## config.mk

```make
export PLATFORM = sky130hd
export DESIGN_NAME = mem_port_arbiter
export DESIGN_NICKNAME = d
export VERILOG_FILES = /design/src/rtl/mem_port_arbiter.sv
export SDC_FILE = /design/constraint.sdc
export NUM_CORES = 1
export LEC_CHECK = 0
export ABC_AREA = 1
export ABC_CLOCK_PERIOD_IN_PS = 4200
export BUFFER_PORTS_ARGS = -buffer_cell sky130_fd_sc_hd__buf_2
export CORE_MARGIN = 5
export CORE_UTILIZATION = 30
export CTS_CLUSTER_SIZE = 8
export DETAILED_ROUTE_END_ITERATION = 16
export PLACE_DENSITY = 0.63
export SLEW_MARGIN = 5
export SYNTH_ARGS = -nofsm -noshare
export SYNTH_HDL_FRONTEND = slang
export SYNTH_SLANG_ARGS = --single-unit
```

## constraint.sdc

```tcl
create_clock -name clk -period 4.2 [get_ports clk]
set_input_delay 0.42 -clock clk [delete_from_list [all_inputs] [get_ports clk]]
set_output_delay 0.42 -clock clk [all_outputs]
set_load 0.02 [all_outputs]
```

## src/rtl/mem_port_arbiter.sv

```systemverilog
// ---------------------------------------------------------------------------
// mem_port_arbiter
//
// Shares one single-outstanding memory port between the instruction fetch
// port (if_*) and the load/store port (ls_*).
//
// Ports
//   clk, rst          : clock, synchronous active-high reset
//   if_req/if_addr    : fetch request (held until if_gnt) and address
//   if_flush          : discard any in-flight fetch response
//   if_gnt            : fetch request accepted by memory this cycle
//   if_valid/if_rdata : one-cycle fetch response pulse and data
//   fetch_stall       : if_req high while if_valid low
//   ls_req/ls_we/ls_be/ls_addr/ls_wdata : load/store request fields
//   ls_gnt            : load/store accepted this cycle
//   ls_valid/ls_rdata : one-cycle load/store response pulse and load data
//   mem_req/mem_we/mem_be/mem_addr/mem_wdata : memory request, muxed from winner
//   mem_ready         : memory accepts mem_req this cycle
//   mem_rvalid/mem_rdata : memory response, one per accepted request
//   dbg_state         : FSM state (0 IDLE, 1 IF_BUSY, 2 LS_BUSY)
//   dbg_starve_cnt    : consecutive load/store wins while fetch was waiting
//
// Handshake: a requester raises *_req and holds its fields stable until it
// sees *_gnt; a grant happens only in a cycle where mem_req && mem_ready.
// Each grant produces exactly one *_valid pulse later (unless a fetch is
// flushed), and at most one memory transaction is ever outstanding.
// ---------------------------------------------------------------------------
module mem_port_arbiter #(
    parameter int unsigned STARVE_LIMIT = 4
) (
    input  logic        clk,
    input  logic        rst,
    // fetch port
    input  logic        if_req,
    input  logic [31:0] if_addr,
    input  logic        if_flush,
    output logic        if_gnt,
    output logic        if_valid,
    output logic [31:0] if_rdata,
    output logic        fetch_stall,
    // load/store port
    input  logic        ls_req,
    input  logic        ls_we,
    input  logic [3:0]  ls_be,
    input  logic [31:0] ls_addr,
    input  logic [31:0] ls_wdata,
    output logic        ls_gnt,
    output logic        ls_valid,
    output logic [31:0] ls_rdata,
    // memory port
    output logic        mem_req,
    output logic        mem_we,
    output logic [3:0]  mem_be,
    output logic [31:0] mem_addr,
    output logic [31:0] mem_wdata,
    input  logic        mem_ready,
    input  logic        mem_rvalid,
    input  logic [31:0] mem_rdata,
    // debug
    output logic [1:0]  dbg_state,
    output logic [3:0]  dbg_starve_cnt
);

    typedef logic [31:0] data_bus_t;

    typedef enum logic [1:0] {
        ST_IDLE    = 2'd0,
        ST_IF_BUSY = 2'd1,
        ST_LS_BUSY = 2'd2
    } state_t;

    localparam logic [3:0] LP_LIMIT = 4'(STARVE_LIMIT);

    state_t    r_state;
    state_t    w_state_nxt;
    logic [3:0] r_starve_cnt;
    logic      r_drop;
    logic      r_if_valid;
    logic      r_ls_valid;
    data_bus_t r_if_rdata;
    data_bus_t r_ls_rdata;

    logic      w_fetch_wins;
    logic      w_any_req;
    logic      w_if_resp;
    logic      w_ls_resp;

    // Load/store normally wins; fetch wins when alone or once it has been
    // passed over STARVE_LIMIT times in a row.
    assign w_fetch_wins = if_req & (~ls_req | (r_starve_cnt == LP_LIMIT));
    assign w_any_req    = if_req | ls_req;

    // Responses only count while the matching transaction is outstanding;
    // mem_rvalid in IDLE is ignored.
    assign w_if_resp = (r_state == ST_IF_BUSY) & mem_rvalid;
    assign w_ls_resp = (r_state == ST_LS_BUSY) & mem_rvalid;

    // ------------------------------------------------------------------
    // FSM state register
    // ------------------------------------------------------------------
    always_ff @(posedge clk) begin
        if (rst) begin
            r_state <= ST_IDLE;
        end else begin
            r_state <= w_state_nxt;
        end
    end

    // ------------------------------------------------------------------
    // FSM next state, request mux and grants
    // ------------------------------------------------------------------
    always_comb begin
        w_state_nxt = r_state;
        mem_req     = 1'b0;
        mem_we      = 1'b0;
        mem_be      = 4'h0;
        mem_addr    = '0;
        mem_wdata   = '0;
        if_gnt      = 1'b0;
        ls_gnt      = 1'b0;
        case (r_state)
            ST_IDLE: begin
                // Reset masks the request so nothing is granted mid-reset.
                if (!rst) begin
                    mem_req = w_any_req;
                    if (w_fetch_wins) begin
                        mem_be   = 4'hF;
                        mem_addr = if_addr;
                    end else if (ls_req) begin
                        mem_we    = ls_we;
                        mem_be    = ls_be;
                        mem_addr  = ls_addr;
                        mem_wdata = ls_wdata;
                    end
                    if (w_any_req && mem_ready) begin
                        if (w_fetch_wins) begin
                            if_gnt      = 1'b1;
                            w_state_nxt = ST_IF_BUSY;
                        end else begin
                            ls_gnt      = 1'b1;
                            w_state_nxt = ST_LS_BUSY;
                        end
                    end
                end
            end
            ST_IF_BUSY: begin
                if (mem_rvalid) begin
                    w_state_nxt = ST_IDLE;
                end
            end
            ST_LS_BUSY: begin
                if (mem_rvalid) begin
                    w_state_nxt = ST_IDLE;
                end
            end
            default: begin
                w_state_nxt = ST_IDLE;
            end
        endcase
    end

    // ------------------------------------------------------------------
    // Starvation counter, flush-drop flag, response registers
    // ------------------------------------------------------------------
    always_ff @(posedge clk) begin
        if (rst) begin
            r_starve_cnt <= 4'd0;
            r_drop       <= 1'b0;
            r_if_valid   <= 1'b0;
            r_ls_valid   <= 1'b0;
            r_if_rdata   <= '0;
            r_ls_rdata   <= '0;
        end else begin
            r_if_valid <= 1'b0;
            r_ls_valid <= 1'b0;

            if (if_gnt) begin
                r_starve_cnt <= 4'd0;
            end else if (ls_gnt && if_req && (r_starve_cnt < LP_LIMIT)) begin
                r_starve_cnt <= r_starve_cnt + 4'd1;
            end

            // A flush on the response cycle itself also drops that response.
            if (w_if_resp) begin
                r_drop <= 1'b0;
            end else if (if_flush && (if_gnt || (r_state == ST_IF_BUSY))) begin
                r_drop <= 1'b1;
            end

            if (w_if_resp && !(r_drop || if_flush)) begin
                r_if_rdata <= mem_rdata;
                r_if_valid <= 1'b1;
            end

            if (w_ls_resp) begin
                r_ls_rdata <= mem_rdata;
                r_ls_valid <= 1'b1;
            end
        end
    end

    assign if_valid       = r_if_valid;
    assign if_rdata       = r_if_rdata;
    assign ls_valid       = r_ls_valid;
    assign ls_rdata       = r_ls_rdata;
    assign fetch_stall    = if_req & ~r_if_valid;
    assign dbg_state      = r_state;
    assign dbg_starve_cnt = r_starve_cnt;

endmodule
```

### Word level (Yosys, flattened, before mapping)

Cells that the tools add are included.

* $add $sub $neg: 1
* $lt $le $gt $ge: 1
* eq/ne operators: 5
* multiplexer cells: 32
* bitwise operators: 8
* reduce and logical (&&, ||, !) cells: 13

Operators by type and width (number)
* 2-to-1 mux 32 bit: 8
* 2-to-1 mux 1 bit: 16
* 2-to-1 mux 4 bit: 4
* 2-to-1 mux 2 bit: 3
* OR reduction 2 bit: 3
* logical AND 1 bit: 5
* adder 4 x 1 -> 4 bit, second input constant: 1
* bitwise AND 1 bit: 4
* == test 4 x 3 -> 1 bit, second input constant: 1
* < comparator 4 x 3 -> 1 bit, second input constant: 1
* case mux 2 bit (2 select lines): 1
* == test 2 x 1 -> 1 bit, second input constant: 1
* == test 2 bit, second input constant: 1
* logical NOT 2 bit: 1
* logical OR 1 bit: 2
* inequality test 2 x 1 -> 1 bit, second input constant: 1
* inequality test 2 bit, second input constant: 1
* inverter 1 bit: 2
* OR 1 bit: 2
* AND reduction 2 bit: 1
* logical NOT 1 bit: 1

* bits in registers: 73
* output and inout bits: 145

### Logic depth before layout (Yosys ltp)

* depth after elaboration: 9
* gate-level depth with buffers: 11
* depth with buffers taken out: 10

### Worst setup path after synthesis

No wires, ideal clock.

* path type: flip-flop to output port
* start point: register r_starve_cnt[0] (netlist: dbg_starve_cnt[0])
* end point: output port mem_addr[16]
* arrival: 1.696 ns
* required time: 3.780 ns
* setup slack: 2.084 ns
* stages on the path, launching flop included: 10
* buffers on the path: 2
* cell sequence: dfxtp_1 -> inv_1 -> ha_1 -> nand3_1 -> nand2_2 -> nand2_4 -> buf_6 -> buf_4 -> nand3_1 -> a21oi_1

* word-level cells in the longest chain between the ends: 6

RTL lines
* start: declaration: line 76 `logic [3:0] r_starve_cnt;`
* start signal: assignment: line 180 `r_starve_cnt <= r_starve_cnt + 4'd1;`
* == test 4 x 3 -> 1 bit: line 90 `assign w_fetch_wins = if_req & (~ls_req | (r_starve_cnt == LP_LIMIT));`
* OR 1 bit: line 90
* bitwise AND 1 bit: line 90
* 2-to-1 mux 32 bit: line 126 `if (w_fetch_wins) begin`
* 2-to-1 mux 32 bit: line 124 `if (!rst) begin`
* 2-to-1 mux 32 bit: line 121 `case (r_state)`
* end: declaration: line 54 `output logic [31:0] mem_addr,`

Every way passes these cells.

### Worst setup path after layout

* start point: register r_starve_cnt[0] (netlist: dbg_starve_cnt[0])
* end point: output port mem_addr[0]

The elaborated chain is that of the path after synthesis.

==> PnR_summary.wiki <==
{| class="wikitable"
! Metric !! Value
|-
| First-iteration detailed-routing DRC count || 365
|-
| Final Instance Area || 5300 um2
|-
| Syn_nets || 688
|-
| Hold violation total from the final report || 0
|-
| First-pass iteration count of the detailed router || 5
|-
| Wire length of the first global-routing pass || 23600 um
|-
| Run status || complete, no violations
|-
| I/O pin cnt || 285
|-
| Register area share after synthesis || 41.1%
|-
| Number of hold-repair buffers added at the cts stage || 0
|-
| Die area || 14100 um2
|-
| Peak supply drop || 281 uV
|-
| EDFF count, synth || 0
|-
| Reg-to-reg critical path endpoint || if_rdata[29]$_SDFFE_PP0P_
|-
| CTS max path bufs || 2
|-
| Detail-routed via count per cell || 4.75
|-
| Number of antenna violations at the first check in global routing || 1
|-
| Post-Route Utilization || 46.0%
|-
| Arrival time at the worst endpoint || 2.56 ns
|-
| Critical path launch point type || register
|-
| Setup repair after global routing missed its margin || no
|-
| Area inside the core boundary || 11500 um2
|-
| Total of flip-flops plus latches after synthesis || 73
|-
| Number of cells on the worst hold path || 2
|-
| Fraction of power consumed by the clock network || 28.1%
|-
| Kind of capture point of the worst setup path || output port
|-
| Post-route fraction of the period consumed by the critical path || 71.0%
|-
| Residual DRC count || 0
|-
| Start point of the critical path || dbg_starve_cnt[0]$_SDFFE_PP0P_
|-
| Async SR Flop Fraction || 0%
|-
| Die Span Y || 119 um
|-
| Clock transition at path regs || 0.05 ns
|-
| Initial standard-cell utilization of the core || 30.9%
|-
| Primary FF master, synth || sky130_fd_sc_hd__dfxtp_1
|-
| Number of buffers added on ports || 284
|-
| Critical path buffers and inverters || 3
|-
| Critical Path Max Stage Delay || 0.50 ns
|-
| Synthesized instance count || 543
|-
| Post-route ant nets || 0
|-
| Area share of the largest cell type after synthesis || 41.1%
|-
| Setup slack, reg-to-reg || 2.08 ns
|-
| Transition at the pin with the smallest max-transition slack || 1.11 ns
|-
| Power dissipated by switching net loads || 1060 uW
|-
| Worst EP required || 3.78 ns
|-
| Sequential cell fraction of total power || 32.7%
|-
| Average detailed-routed wire length per instance || 16.4 um
|-
| Synth top cells by count || sky130_fd_sc_hd__nor2_1 (171), sky130_fd_sc_hd__nand2_1 (81), sky130_fd_sc_hd__dfxtp_1 (73)
|-
| Fraction of layout instances using a drive strength above 1 || 39.2%
|-
| TNS Setup || 0 ns
|-
| Number of sinks on the clock net || 73
|-
| HP Start || rst
|-
| Area of the multi-input gates || 1840 um2
|-
| Achievable frequency || 0.335 GHz
|-
| Worst flop-to-flop path startpoint || dbg_state[1]$_SDFFE_PP0P_
|-
| Maximum number of pins on one net before global-route repair || 40
|-
| Leakage power summed over all cells || 0.00288 uW
|-
| Cell family with the largest share of critical-path delay || buffers and inverters
|-
| Main area contributors after synthesis || sky130_fd_sc_hd__dfxtp_1 (41%), sky130_fd_sc_hd__nor2_1 (18%), sky130_fd_sc_hd__o21ai_0 (9.3%)
|-
| H-Tree Depth || 3
|-
| Clock insertion delay at the later pin of the skew report || 0.32 ns
|-
| Worst Reg2Reg Path Length in Cells || 8
|-
| Master of the slowest instance on the critical path || sky130_fd_sc_hd__inv_2
|-
| Master cell of the clock root buffer || sky130_fd_sc_hd__clkbuf_16
|-
| Internal power consumption || 1620 uW
|-
| List of cells traversed by the critical path || inv_1 > ha_1 > nand3_1 > nand2_2 > nand2_4 > inv_2 > nand2_1 > a21oi_1 > buf_2
|-
| Area after detailed placement || 5000 um2
|-
| Max FO, Critical Path || 39
|-
| Num CTS Buffers || 9
|-
| Global route overflow || 0
|-
| Worst Hold Path EP || ls_valid$_SDFF_PP0_
|-
| Max-capacitance violation count || 0
|-
| Post-synthesis cell area || 3560 um2
|-
| Final non-filler cell total || 949
|-
| Most frequent cell after synthesis || sky130_fd_sc_hd__nor2_1
|-
| CTS tree || yes
|-
| Diodes inserted || 0
|-
| Fill cell instance count of the final layout || 1237
|-
| Wirelength, routed || 15600 um
|-
| Final-report setup violation count || 0
|-
| Via count of the first global-routing pass || 4191
|-
| Growth of design area from synthesis to finish || 48.9%
|-
| Critical path class || register to output port
|-
| Synthesis warning total || 0
|-
| Cts repair resizes || 0
|-
| Cell count after placement || 934
|-
| RePlAce Congestion || 1.05
|-
| Storage element area || 1460 um2
|-
| Number of nets in the final layout || 947
|-
| Worst min path class || input port to register
|-
| Horizontal extent of the die || 119 um
|-
| P per Cell Area || 506 nW/um2
|-
| Vias after detailed routing || 4508
|-
| Final Slew Violations || 0
|-
| Comb power frac || 39.2%
|-
| Area leader, netlist || sky130_fd_sc_hd__dfxtp_1
|-
| Min cycle time layout || 2.98 ns
|-
| Count of buffers added by post-CTS timing repair for setup || 0
|-
| Switching Fraction || 39.6%
|-
| Post-Syn Area per Cell || 6.55 um2
|-
| Worst rel slew slack || 25.9%
|-
| Overall routing resource usage || 20.9%
|-
| Num rows || 39
|-
| Final HPWL DP || 12100 um
|-
| Worst Skew || 0.00723 ns
|-
| Unique cell type count in the Yosys netlist || 23
|}
-- cell families after synthesis --
kind of cell / count (synthesis) / share of synthesized area (%)
compound gates: 109 / 15.9
fa+ha+maj: 5 / 1.76
buf+inv: 59 / 7.25
flops: 73 / 41.1
simple gates: 297 / 34.0
-- worst max-delay path by stage --
stage,endpoint,slack (ns),depth (start not counted)
floorplan,mem_addr[16],2.08,9
detailed placement,mem_addr[0],1.45,7
CTS,mem_addr[29],1.29,9
global route,mem_addr[0],0.99,9
finish,mem_addr[0],1.22,9
global placement,mem_addr[29],1.44,7
-- per-stage QoR --
step / total power [uW] / hold WS [ns] / worst slack [ns]
2_1_floorplan: 1580 / 0.485 / 2.08
3_3_place_gp: 1950 / 0.458 / 1.44
3_5_place_dp: 1950 / 0.465 / 1.45
4_1_cts: 2710 / 0.298 / 1.29
5_1_grt: 2850 / 0.307 / 0.993
6_report: 2680 / 0.311 / 1.22
-- cells in the final DEF, fill, tap and decap left out --
| master | instances |
|---|---|
| sky130_fd_sc_hd__a21oi_1 | 41 |
| sky130_fd_sc_hd__bufinv_16 | 1 |
| sky130_fd_sc_hd__dfxtp_1 | 73 |
| sky130_fd_sc_hd__nor3_2 | 1 |
| sky130_fd_sc_hd__inv_2 | 5 |
| sky130_fd_sc_hd__o21ai_0 | 66 |
| sky130_fd_sc_hd__clkinv_4 | 1 |
| sky130_fd_sc_hd__nand3_4 | 1 |
| sky130_fd_sc_hd__nand3_1 | 37 |
| sky130_fd_sc_hd__nand2_4 | 1 |
| sky130_fd_sc_hd__a21oi_4 | 1 |
| sky130_fd_sc_hd__nor2_2 | 2 |
| sky130_fd_sc_hd__a22oi_2 | 1 |
| sky130_fd_sc_hd__nand2_1 | 81 |
| sky130_fd_sc_hd__buf_2 | 284 |
| sky130_fd_sc_hd__clkinvlp_4 | 2 |
| sky130_fd_sc_hd__nor2_1 | 170 |
| sky130_fd_sc_hd__nor3_4 | 1 |
| sky130_fd_sc_hd__nand4_1 | 1 |
| sky130_fd_sc_hd__clkbuf_16 | 9 |
| sky130_fd_sc_hd__buf_4 | 3 |
| sky130_fd_sc_hd__inv_1 | 15 |
| sky130_fd_sc_hd__clkbuf_8 | 1 |
| sky130_fd_sc_hd__ha_1 | 5 |
| sky130_fd_sc_hd__nand2_2 | 2 |
| sky130_fd_sc_hd__clkbuf_1 | 1 |
-- metal layers --
| metal | global-route usage, % | up-vias | share of wire, % |
|---|---|---|---|
| met5 | 0 | - | 0.084 |
| met4 | 11.7 | 2 | 5.2 |
| met3 | 8.20 | 50 | 9.8 |
| met2 | 35.3 | 226 | 47 |
| met1 | 22.5 | 1972 | 38 |
| li1 | - | 2258 | - |
-- final cells by class --
type / count / share of cell area (%)
Sequential cell: 73 / 27.6
Clock buffer: 11 / 4.58
Multi-Input combinational cell: 411 / 34.8
Tap cell: 143 / 3.38
Inverter: 20 / 1.42
Clock inverter: 4 / 1.02
Timing Repair Buffer: 287 / 27.3
-- worst reg2reg max path: cells and delay by family, from the launching register on --
kind          cells  cell delay, ns
flops             1            0.39
buf+inv           3            1.08
fa+ha+maj         1            0.19
simple gates      4            0.38
-- state kept, by name, indices dropped and copies added (netlist names) --
register        flops
dbg_starve_cnt      4
dbg_state           2
if_rdata           32
if_valid            1
ls_rdata           32
ls_valid            1
r_drop              1
-- power groups by stage --
stage / Combinational, uW / Sequential [uW] / Clock [uW]
2_1_floorplan: 541 / 1040 / 0
3_3_place_gp: 1060 / 887 / 0
3_5_place_dp: 1060 / 892 / 0
4_1_cts: 1060 / 879 / 773
5_1_grt: 1160 / 891 / 807
6_report: 1050 / 877 / 752
Note: power is estimated with default switching activity, not from simulation.
